## config.mk

```make
export PLATFORM = sky130hd
export DESIGN_NAME = pr3_fft_sched
export DESIGN_NICKNAME = d
export VERILOG_FILES = /design/src/rtl/pr3_fft_sched.sv
export SDC_FILE = /design/constraint.sdc
export NUM_CORES = 1
export LEC_CHECK = 0
export CAP_MARGIN = 0
export CORE_ASPECT_RATIO = 0.9
export CORE_MARGIN = 1.5
export CORE_UTILIZATION = 30
export CTS_CLUSTER_SIZE = 30
export DETAILED_ROUTE_END_ITERATION = 8
export HOLD_SLACK_MARGIN = 0.08
export PLACE_DENSITY = 0.59
export SLEW_MARGIN = 20
export SYNTH_ARGS = -nofsm -noshare
export SYNTH_HDL_FRONTEND = slang
export SYNTH_SLANG_ARGS = --single-unit
```

## constraint.sdc

```tcl
create_clock -name clk40 -period 2.05 [get_ports clk40]
set_input_delay 0.3075 -clock clk40 [delete_from_list [all_inputs] [get_ports clk40]]
set_output_delay 0.3075 -clock clk40 [all_outputs]
set_load 0.02 [all_outputs]
```

## src/rtl/pr3_fft_sched.sv

```systemverilog
// pr3_fft_sched: frame scheduler sharing one two-input FFT/phase core
// between NSINK ADC channels (reference channel 0 vs rotating partner k).
//
// Ports:
//   clk40, reset_n      clock, async active-low reset
//   enable              gates new frame starts (running frame completes)
//   sink                NSINK packed signed samples, channel i at [i*WIDTH +: WIDTH]
//   fft_ready           core can accept beats
//   fft_valid/sop/eop   Avalon-ST beat qualifiers to the core
//   fft_dataA/B         channel-0 / channel-k samples
//   fft_pair            partner k of current/last packet
//   res_valid/res_eop   core result stream (only the last beat matters)
//   busy                scheduler not idle
//   frame_cnt           completed frames (wraps)
//   miss_cnt            ticks dropped while busy (saturating)
//   abort_cnt           packets cut short by fft_ready loss (saturating)
//   timeout_cnt         WAIT_RES watchdog expiries (saturating), present only
//                       when PR3_SCHED_TIMEOUT_EN is defined
module pr3_fft_sched #(
    parameter int NSINK = 3,
    parameter int WIDTH = 14,
    parameter int FFT   = 11,
    parameter int FREQ  = 5000,
    parameter int CLKHZ = 40000000
) (
    input  logic                       clk40,
    input  logic                       reset_n,
    input  logic                       enable,
    input  logic [NSINK*WIDTH-1:0]     sink,
    input  logic                       fft_ready,
    output logic                       fft_valid,
    output logic                       fft_sop,
    output logic                       fft_eop,
    output logic [WIDTH-1:0]           fft_dataA,
    output logic [WIDTH-1:0]           fft_dataB,
    output logic [$clog2(NSINK)-1:0]   fft_pair,
    input  logic                       res_valid,
    input  logic                       res_eop,
    output logic                       busy,
    output logic [15:0]                frame_cnt,
    output logic [15:0]                miss_cnt,
    output logic [7:0]                 abort_cnt
`ifdef PR3_SCHED_TIMEOUT_EN
    ,
    output logic [7:0]                 timeout_cnt
`endif
);

    localparam int PERIOD = CLKHZ / FREQ;
    localparam int CW     = $clog2(PERIOD);
    localparam int PW     = $clog2(NSINK);

    typedef enum logic [1:0] {IDLE, ARM, STREAM, WAIT_RES} state_t;

    state_t          state_q;
    logic [CW-1:0]   cnt_q;
    logic [PW-1:0]   k_q;
    logic [FFT-1:0]  n_q;
    logic            tick;
    logic [PW-1:0]   k_d;

`ifdef PR3_SCHED_TIMEOUT_EN
    // Watchdog spans 4 frame lengths; expires when all bits are set.
    logic [FFT+1:0]  wd_q;
`endif

    assign tick = (cnt_q == CW'(PERIOD - 1));
    assign k_d  = (k_q == PW'(NSINK - 1)) ? PW'(1) : k_q + PW'(1);

    always_ff @(posedge clk40 or negedge reset_n) begin
        if (!reset_n) begin
            state_q   <= IDLE;
            cnt_q     <= '0;
            k_q       <= PW'(1);
            n_q       <= '0;
            fft_valid <= 1'b0;
            fft_sop   <= 1'b0;
            fft_eop   <= 1'b0;
            fft_dataA <= '0;
            fft_dataB <= '0;
            fft_pair  <= PW'(1);
            busy      <= 1'b0;
            frame_cnt <= '0;
            miss_cnt  <= '0;
            abort_cnt <= '0;
`ifdef PR3_SCHED_TIMEOUT_EN
            wd_q        <= '0;
            timeout_cnt <= '0;
`endif
        end else begin
            cnt_q     <= tick ? '0 : cnt_q + 1'b1;
            fft_valid <= 1'b0;
            fft_sop   <= 1'b0;
            fft_eop   <= 1'b0;

            // Ticks are never queued: any tick seen outside IDLE is lost.
            if (tick && state_q != IDLE && miss_cnt != 16'hFFFF)
                miss_cnt <= miss_cnt + 16'd1;

            unique case (state_q)
                IDLE: begin
                    if (tick && enable) begin
                        state_q  <= ARM;
                        busy     <= 1'b1;
                        fft_pair <= k_q;
                    end
                end
                ARM: begin
                    if (fft_ready) begin
                        state_q <= STREAM;
                        n_q     <= '0;
                    end
                end
                STREAM: begin
                    // The ADC cannot stall: a ready drop closes the packet
                    // on the beat being registered now.
                    fft_valid <= 1'b1;
                    fft_sop   <= (n_q == '0);
                    fft_eop   <= (&n_q) | ~fft_ready;
                    fft_dataA <= sink[WIDTH-1:0];
                    fft_dataB <= sink[fft_pair*WIDTH +: WIDTH];
                    n_q       <= n_q + 1'b1;
                    if (!fft_ready) begin
                        state_q <= IDLE;
                        busy    <= 1'b0;
                        if (abort_cnt != 8'hFF)
                            abort_cnt <= abort_cnt + 8'd1;
                    end else if (&n_q) begin
                        state_q <= WAIT_RES;
`ifdef PR3_SCHED_TIMEOUT_EN
                        wd_q    <= '0;
`endif
                    end
                end
                WAIT_RES: begin
                    if (res_valid && res_eop) begin
                        state_q   <= IDLE;
                        busy      <= 1'b0;
                        frame_cnt <= frame_cnt + 16'd1;
                        k_q       <= k_d;
                    end
`ifdef PR3_SCHED_TIMEOUT_EN
                    else if (&wd_q) begin
                        state_q <= IDLE;
                        busy    <= 1'b0;
                        k_q     <= k_d;
                        if (timeout_cnt != 8'hFF)
                            timeout_cnt <= timeout_cnt + 8'd1;
                    end else begin
                        wd_q <= wd_q + 1'b1;
                    end
`endif
                end
                default: begin
                    state_q <= IDLE;
                    busy    <= 1'b0;
                end
            endcase
        end
    end

endmodule

```

==> impl_results.md, run 1 <==
- Pleak: 2.90 nW
- Final worst slack: 113 ps
- Routability cong.: 0.807
- Asr flop ratio synth: 100%
- PortBufs: 121
- Critical path's largest stage delay: 450 ps
- Share of cells above drive strength 1: 9.82%
- H-tree levels: 3
- TritonCTS clock tree: done
- Worst r2r dst: miss_cnt[14]
- GRT overflow: 0
- Largest net degree at the start of global routing: 49
- FF-to-FF path depth: 4
- Critical Path AT: 2170 ps
- Post-synthesis sequential area ratio: 52.6%
- Clk sinks: 102
- Max_slew headroom: 58.1%
- Fmax: 0.516 GHz
- Hold Fails Final Rpt: 0
- Critical path class: reg -> reg
- Reg2Reg Setup Slack: 110 ps
- Longest Clk Path Bufs: 2
- Slowest cell on crit path: or3b_4
- Cell Area, Synth: 0.00486 mm2
- Wire length per cell: 15.2 um
- # rows: 43
- Flops & latches, synth: 102
- Antenna Nets Post-Route: 0
- Final slew viol count: 0
- Synth Area per Inst: 10.1 um2
- I/O pins: 122
- Synth cell types: 47
- Status: complete, no violations
- Final Skew: 9.59 ps
- Reg-to-Reg Start: cnt_q[12]
- Worst slew pin tran: 626 ps
- CP cell instances: or3b_4 > nor4_4 > nor3b_2 > mux2_2
- Crit path max-delay family: simple AND/OR/NAND/NOR gates
- DR iter-0 viols: 199
- Critical Path RT: 2290 ps
- WL final: 12.5 mm
- Critical path endpoint: miss_cnt[14]
- CP max FO: 6
- CTS clk-pin slew, worst paths: 70 ps
- Placeable Area: 0.0156 mm2
- Top_reg_cell synth: dfrtp_1
- Clock root buffer: clkbuf_16
- Die area: 0.0170 mm2
- Final setup viols: 0
- Diode count: 0
- Power density over the cells: 567 mW/mm2
- Cells after Synth: 479
- Drt pass-1 iters: 6
- Synth Warn #: 0
- Total CTS buffers: 9
- Global-route wire length before repair: 20.1 mm
- WP buf/inv: 0
- Vias in the first global route: 3856
- DP HPWL: 9.10 mm
- Clock Latency Late Sink: 350 ps
- Vias per cell: 4.80
- Antenna violations before repair: 0
- WP depth: 4
- Critical Path Start: cnt_q[12]
- Initial Utilization: 31.1%
- DRC violations left: 0
- Hold Crit Class: in -> async
- CP startpoint kind: flip-flop
- Number of synthesized flops with an enable pin: 0
- Vias: 3954
- Die H: 124 um
- Peak VDD IR: 404 uV
- Critical Path Sink Type: flip-flop
- Max-cap violations: 0
- Min Tclk post-route: 1940 ps
- Area Growth Syn to Fin: 38.5%
- Final Net Count: 670
- Pre-CTS setup slack: 77.7 ps
- GRT Util Overall: 15.4%
- Die X: 137 um
- Most frequent cells in the layout: clkdlybuf4s50_1 (120), dfrtp_1 (100), nand2_1 (90), xnor2_1 (34), nor2_1 (29)
- Final core occ: 43.1%
- Net Count, Synth: 533
- Leading cell type in the layout, fill and taps excluded: clkdlybuf4s50_1
- RSZ-0062 raised after global routing: no
- Fin crit share: 94.5%
- Total negative slack: 0 ps
[layout make-up]
type | count | area [um2]
multi-input cells | 350 | 2190
well taps | 202 | 253
clock inverters | 4 | 32.5
flip-flops and latches | 102 | 2550
repair buffers | 145 | 1420
fillers | 1521 | 8870
clock buffers | 12 | 246
inverters | 8 | 30.0
[worst reg2reg max path, cell delays in order (launching register included)]
cell and delay (ps):
dfrtp_1 390, or3b_4 450, nor4_4 400, nor3b_2 240
mux2_2 340
[routing by layer]
layer	track usage, %	wire length [um]	up-vias
met2	24.4	5960	82
met3	4.76	595	11
met5	0	0	-
met4	3.22	127	0
li1	-	-	1948
met1	20.9	5790	1913
[cells in the mapped netlist, types with 2 or more instances]
master	instances	share of area, %
or3_1	3	0.39
nand2_1	90	7.0
nor4_1	8	1.0
nand4_1	8	1.0
xor2_1	9	1.6
mux2_2	6	1.4
a31oi_1	2	0.26
nand4_2	2	0.51
mux2i_1	15	3.1
and4_1	6	1.1
clkbuf_1	10	0.77
ha_1	6	1.5
buf_6	2	0.46
dfrtp_1	100	52
mux2_1	2	0.46
o21ai_0	25	2.6
a21oi_1	21	2.2
nor4_4	2	0.88
nand2b_1	3	0.39
xnor2_1	34	6.1
nor2b_1	2	0.26
buf_1	5	0.39
dfstp_2	2	1.1
nand3_1	20	2.1
inv_1	8	0.62
and2_1	6	0.77
and3_1	15	1.9
o2111ai_1	6	1.1
buf_2	2	0.21
nor3_1	3	0.31
o31ai_1	5	0.77
o211ai_1	8	1.2
nor2_1	29	2.2
[report_power, final]
part / internal [W] / switching [W] / leakage (nW) / total, W
Combinational: 0.000102 / 0.0000800 / 1.57 / 0.000182
Clock: 0.000862 / 0.000758 / 0.129 / 0.00162
Sequential: 0.00201 / 0.00000121 / 1.20 / 0.00201
Total: 0.00298 / 0.000839 / 2.90 / 0.00382
[stage by stage]
stage | cell area (um2) | std cells | hold slack, ps | total power (W)
after floorplan | 4860 | 479 | 11.9 | 0.00208
after global placement | 6420 | 805 | 307 | 0.00224
after detailed placement | 6420 | 805 | 310 | 0.00224
after CTS | 6710 | 822 | 478 | 0.00389
after global routing | 6730 | 823 | 507 | 0.00400
final | 6730 | 823 | 467 | 0.00382
[repair_timing]
item                       CTS  global route
hold endpoints to repair    33             0
buffers inserted             0             1
hold buffers                 1             0
gates resized for setup      0             1
setup endpoints to repair    0             2
[flip-flops by register name, indices dropped and copies added (netlist names)]
name,flops
fft_pair,2
busy,1
state_q,2
miss_cnt,16
k_q,2
fft_sop,1
fft_valid,1
cnt_q,13
fft_eop,1
fft_dataB,14
fft_dataA,14
frame_cnt,16
n_q,11
abort_cnt,8
[cells by family (layout without fill, tap and decap cells)]
kind of cell | count (synthesis) | after routing | synth area share (%)
xor gates and xnor gates | 43 | 43 | 7.75
AOI/OAI and AO/OA | 74 | 74 | 9.53
and+or+nand+nor | 204 | 204 | 21.2
adders and majority gates | 6 | 6 | 1.55
DFF | 102 | 102 | 52.6
muxes | 23 | 23 | 4.94
buffers and inverters | 27 | 169 | 2.45
[how the worst min path moves through the flow]
stage,endpoint,slack [ps],startpoint
CTS,frame_cnt[12],480,reset_n
floorplan,abort_cnt[0],10,reset_n
global placement,miss_cnt[10],310,reset_n
global route,cnt_q[2],510,reset_n
finish,cnt_q[5],470,reset_n
detailed placement,miss_cnt[10],310,reset_n
No activity file was read; power rests on OpenSTA's default activity.
==> inputs of run 2 (changes only) <==
- CAP_MARGIN: 0 -> 20
- CORE_MARGIN: 1.5 -> 2
- GPL_ROUTABILITY_DRIVEN: not set -> 0
==> impl_results.md, run 2 (same netlist as run 1, synthesis figures left out) <==
- Status: complete, no violations (unchanged)
- Largest regs: frame_cnt x16, miss_cnt x16 (unchanged)
- Critical Path Sink Type: flip-flop (unchanged)
- Tot Pwr: 0.00405 W (was 0.00382 W)
- Hold Fails Final Rpt: 0 (unchanged)
- Antenna Nets Post-Route: 0 (unchanged)
- Reg-to-Reg Start: miss_cnt[1] (was cnt_q[12])
- Fmax: 0.547 GHz (was 0.516 GHz)
- Largest net degree at the start of global routing: 49 (unchanged)
- Critical Path Start: miss_cnt[1] (was cnt_q[12])
- Slowest cell on crit path: dfrtp_1 (was or3b_4)
- Area Growth Syn to Fin: 39.5% (was 38.5%)
- Antenna violations before repair: 0 (unchanged)
- Die X: 138 um (was 137 um)
- DP HPWL: 9.12 mm (was 9.10 mm)
- PortBufs: 121 (unchanged)
- Critical Path AT: 2060 ps (was 2170 ps)
- Drt pass-1 iters: 4 (was 6)
- Peak VDD IR: 413 uV (was 404 uV)
- Clock root buffer: clkbuf_16 (unchanged)
- WP depth: 5 (was 4)
- I/O pins: 122 (unchanged)
- Setup Buffers After CTS: 0 (unchanged)
- Diode count: 0 (unchanged)
- CP startpoint kind: flip-flop (unchanged)
- Final Skew: 9.55 ps (was 9.59 ps)
- CTS resizes: 0 (unchanged)
- Longest Clk Path Bufs: 2 (unchanged)
- Worst slew pin tran: 440 ps (was 626 ps)
- Placeable Area: 0.0160 mm2 (was 0.0156 mm2)
- Global-route wire length before repair: 20.4 mm (was 20.1 mm)
- Worst hold slack: 449 ps (was 467 ps)
- Critical Path RT: 2280 ps (was 2290 ps)
- Die H: 125 um (was 124 um)
- DR iter-0 viols: 185 (was 199)
- Critical path endpoint: miss_cnt[1] (was miss_cnt[14])
- Final setup viols: 0 (unchanged)
- Critical path's largest stage delay: 390 ps (was 450 ps)
- Critical path class: reg -> reg (unchanged)
- Clk sinks: 102 (unchanged)
- WL final: 12.2 mm (was 12.5 mm)
- Reg2Reg Setup Slack: 220 ps (was 110 ps)
- H-tree levels: 3 (unchanged)
- Total CTS buffers: 9 (unchanged)
- Min Tclk post-route: 1830 ps (was 1940 ps)
- Post-CTS Hold Buffers: 1 (unchanged)
- Max_slew headroom: 70.3% (was 58.1%)
- RSZ-0062 raised after global routing: no (unchanged)
- CTS clk-pin slew, worst paths: 70 ps (about the same)
- GRT Util Overall: 14.5% (was 15.4%)
- Pleak: 2.94 nW (was 2.90 nW)
- CP cell instances: ha_1 > and3_1 > nand3_1 > o21ai_2 > mux2_2 (was or3b_4 > nor4_4 > nor3b_2 > mux2_2)
- Final slew viol count: 0 (unchanged)
- Share of cells above drive strength 1: 9.65% (was 9.82%)
- Power density over the cells: 597 mW/mm2 (was 567 mW/mm2)
- Fin crit share: 89.2% (was 94.5%)
- TritonCTS clock tree: done (unchanged)
- WP buf/inv: 0 (unchanged)
- Vias per cell: 4.85 (was 4.80)
- Max-cap violations: 0 (unchanged)
- Leading cell type in the layout, fill and taps excluded: clkdlybuf4s50_1 (unchanged)
- Worst r2r dst: miss_cnt[1] (was miss_cnt[14])
- GRT overflow: 0 (unchanged)
- Clock Latency Late Sink: 340 ps (was 350 ps)
- DRC violations left: 0 (unchanged)
- CP max FO: 7 (was 6)
- FF-to-FF path depth: 5 (was 4)
- # rows: 44 (was 43)
- Most frequent cells in the layout: clkdlybuf4s50_1 (120), dfrtp_1 (100), nand2_1 (90), xnor2_1 (34), nor2_1 (29) (unchanged)
- Final Net Count: 671 (was 670)
- Vias in the first global route: 3966 (was 3856)
- Vias: 4019 (was 3954)
- Initial Utilization: 30.4% (was 31.1%)
- Total negative slack: 0 ps (unchanged)
- Die area: 0.0172 mm2 (was 0.0170 mm2)
- Crit path max-delay family: simple AND/OR/NAND/NOR gates (unchanged)
- Wire length per cell: 14.7 um (was 15.2 um)
- Hold Crit Class: in -> async (unchanged)
run 2: report_power, final:
group	switching [W]	total, W	leakage (nW)	internal (W)
sequential	0.00000127	0.00201	1.20	0.00201
combinational	0.0000797	0.000182	1.58	0.000102
clock	0.000738	0.00185	0.157	0.00111
run 2: worst min path at each step:
| stage | from | end | slack, ps | cells after the start |
|---|---|---|---|---|
| finish | reset_n | cnt_q[10] | 450 | 2 |
| global route | reset_n | n_q[3] | 480 | 2 |
| CTS | reset_n | cnt_q[10] | 450 | 2 |
| detailed placement | reset_n | miss_cnt[15] | 280 | 1 |
| global placement | reset_n | miss_cnt[15] | 290 | 1 |
| floorplan | reset_n | abort_cnt[0] | 10 | 0 |
run 2: metal layers:
metal / share of wire (%) / global-route usage (%)
met1: 46 / 18.5
met3: 3.9 / 4.31
met4: 1.9 / 4.14
met5: 0 / 0
met2: 48 / 23.9
run 2: through the flow:
step           util, %  cells  setup slack (ps)  area, um2
3_5_place_dp      40.4    812               181       6440
2_1_floorplan        -    479              82.4       4860
6_report          42.5    829               221       6780
5_1_grt           42.5    829              55.4       6780
4_1_cts           42.5    829               191       6780
3_3_place_gp      40.4    812               187       6440
run 2: final cells by class:
cell class / instances / area, um2
Clock buffer: 12 / 246
Clock inverter: 4 / 77.6
Fill cell: 1561 / 9190
Inverter: 8 / 30.0
Multi-Input combinational cell: 350 / 2190
Sequential cell: 102 / 2550
Tap cell: 207 / 259
Timing Repair Buffer: 146 / 1420
==> inputs of run 3 (changes only) <==
- CTS_BUF_LIST: not set -> sky130_fd_sc_hd__clkbuf_16
- SLEW_MARGIN: 20 -> 10
==> impl_results.md, run 3 (same netlist as run 1, synthesis figures left out) <==
- Status: complete, no violations (unchanged)
- Pre-CTS setup slack: 181 ps (unchanged)
- NetSw: 0.000812 W (was 0.000819 W)
- Placeable Area: 0.0160 mm2 (unchanged)
- Placed Area: 0.00644 mm2 (unchanged)
- Tot Pwr: 0.00399 W (was 0.00405 W)
- Crit path max-delay family: simple AND/OR/NAND/NOR gates (unchanged)
- Max_slew headroom: 70.7% (was 70.3%)
- Clock root buffer: clkbuf_16 (unchanged)
- Drt pass-1 iters: 4 (unchanged)
- GRT Util Overall: 14.5% (about the same)
- GRT met1 Usage: 18.5% (about the same)
- Vias per cell: 4.85 (about the same)
- Pleak: 2.94 nW (about the same)
- Antenna violations before repair: 0 (unchanged)
- Die X: 138 um (unchanged)
- CTS clk-pin slew, worst paths: 70 ps (about the same)
- GRT overflow: 0 (unchanged)
- Hold Crit Class: in -> async (unchanged)
- Initial Utilization: 30.4% (unchanged)
- Total CTS buffers: 9 (unchanged)
- Slowest cell on crit path: dfrtp_1 (unchanged)
- M3 GR Usage: 4.31% (unchanged)
- CP startpoint kind: flip-flop (unchanged)
- Critical path class: reg -> reg (unchanged)
- Global-route wire length before repair: 20.4 mm (about the same)
- Final Net Count: 671 (unchanged)
- Vias: 4021 (was 4019)
- Critical Path AT: 2060 ps (about the same)
- Comb pwr share: 4.5% (about the same)
- Critical path's largest stage delay: 390 ps (about the same)
- Antenna Nets Post-Route: 0 (unchanged)
- CP max FO: 7 (unchanged)
- Worst slew pin tran: 435 ps (was 440 ps)
- WP buf/inv: 0 (unchanged)
- Wire length per cell: 14.7 um (about the same)
- Clk pwr share: 45.0% (was 45.7%)
- DRC violations left: 0 (unchanged)
- Area Growth Syn to Fin: 39.3% (was 39.5%)
- Largest regs: frame_cnt x16, miss_cnt x16 (unchanged)
- # rows: 44 (unchanged)
- Most frequent cells in the layout: clkdlybuf4s50_1 (120), dfrtp_1 (100), nand2_1 (90), xnor2_1 (34), nor2_1 (29) (unchanged)
- DP HPWL: 9.12 mm (unchanged)
- Largest net degree at the start of global routing: 49 (unchanged)
- Diode count: 0 (unchanged)
- Critical Path Sink Type: flip-flop (unchanged)
- Vias in the first global route: 3947 (was 3966)
- Worst hold slack: 450 ps (was 449 ps)
- Share of cells above drive strength 1: 9.49% (was 9.65%)
- Busiest grt layer: met2 (unchanged)
- Leading cell type in the layout, fill and taps excluded: clkdlybuf4s50_1 (unchanged)
- P_int: 0.00318 W (was 0.00323 W)
- Critical Path RT: 2280 ps (about the same)
- Clk sinks: 102 (unchanged)
- Die area: 0.0172 mm2 (unchanged)
- Clock Latency Late Sink: 340 ps (about the same)
- Final setup viols: 0 (unchanged)
- Peak VDD IR: 411 uV (was 413 uV)
- WL final: 12.2 mm (about the same)
- Sequential Power Share: 50.5% (was 49.8%)
- Fmax: 0.547 GHz (about the same)
- CP cell instances: ha_1 > and3_1 > nand3_1 > o21ai_2 > mux2_2 (unchanged)
- Hold Fails Final Rpt: 0 (unchanged)
- H-tree levels: 3 (unchanged)
- TritonCTS clock tree: done (unchanged)
- Longest Clk Path Bufs: 2 (unchanged)
- Final slew viol count: 0 (unchanged)
- Final instance area: 0.00677 mm2 (was 0.00678 mm2)
- Total negative slack: 0 ps (unchanged)
- Final worst slack: 222 ps (was 221 ps)
- Die H: 125 um (unchanged)
- PortBufs: 121 (unchanged)
- I/O pins: 122 (unchanged)
- Final Skew: 8.82 ps (was 9.55 ps)
- Max-cap violations: 0 (unchanged)
- Switch share: 20.4% (was 20.3%)
- Fin crit share: 89.2% (about the same)
- Power density over the cells: 590 mW/mm2 (was 597 mW/mm2)
- DR iter-0 viols: 158 (was 185)
- Met2 Resource Use GR: 23.8% (was 23.9%)
- Min Tclk post-route: 1830 ps (about the same)
- RSZ-0062 raised after global routing: no (unchanged)
[run 3: final cells by class]
cell class | count | area [um2]
fillers | 1558 | 9200
flip-flops and latches | 102 | 2550
multi-input cells | 350 | 2190
repair buffers | 146 | 1420
well taps | 207 | 259
clock buffers | 9 | 225
clock inverters | 7 | 88.8
inverters | 8 | 30.0
[run 3: worst paths after layout]
path / from / cells after the start / slack (ps) / end
max in group asynchronous: reset_n / 3 / 960 / k_q[0]
setup reg to reg: miss_cnt[1] / 5 / 220 / miss_cnt[1]
hold / removal: reset_n / 2 / 450 / cnt_q[10]
setup / recovery: miss_cnt[1] / 5 / 220 / miss_cnt[1]
hold reg to reg: fft_dataA[10] / 2 / 480 / fft_dataA[10]
min in group clk40: fft_dataA[10] / 2 / 480 / fft_dataA[10]
[run 3: what timing repair did]
action,in CTS,in global routing
endpoints found under the setup margin,0,0
hold buffers,1,0
hold endpoints to repair,25,0
gates resized for setup,0,0
buffers inserted,0,0
[run 3: power groups by stage]
stage          Clock [W]  Sequential [W]  Combinational (W)
3_3_place_gp           0         0.00205           0.000184
6_report         0.00180         0.00201           0.000181
2_1_floorplan          0         0.00205          0.0000243
4_1_cts          0.00187         0.00201           0.000187
3_5_place_dp           0         0.00205           0.000185
5_1_grt          0.00196         0.00201           0.000202
[run 3: layer usage]
layer  vias to the layer above  share of wire [%]
met1                      1966                 46
met4                         0                1.8
met3                        15                4.0
met2                        88                 49
met5                         -                  0
li1                       1952                  -
[run 3: stage by stage]
| step | utilization (%) | cells |
|---|---|---|
| global route | 42.4 | 829 |
| detailed placement | 40.4 | 812 |
| global placement | 40.4 | 812 |
| CTS | 42.4 | 829 |
| finish | 42.4 | 829 |
| floorplan | - | 479 |
[run 3: worst reg2reg max path: stages, from the launching register on]
cell	delay [ps]
dfrtp_1	390
ha_1	170
and3_1	260
nand3_1	280
o21ai_2	260
mux2_2	350
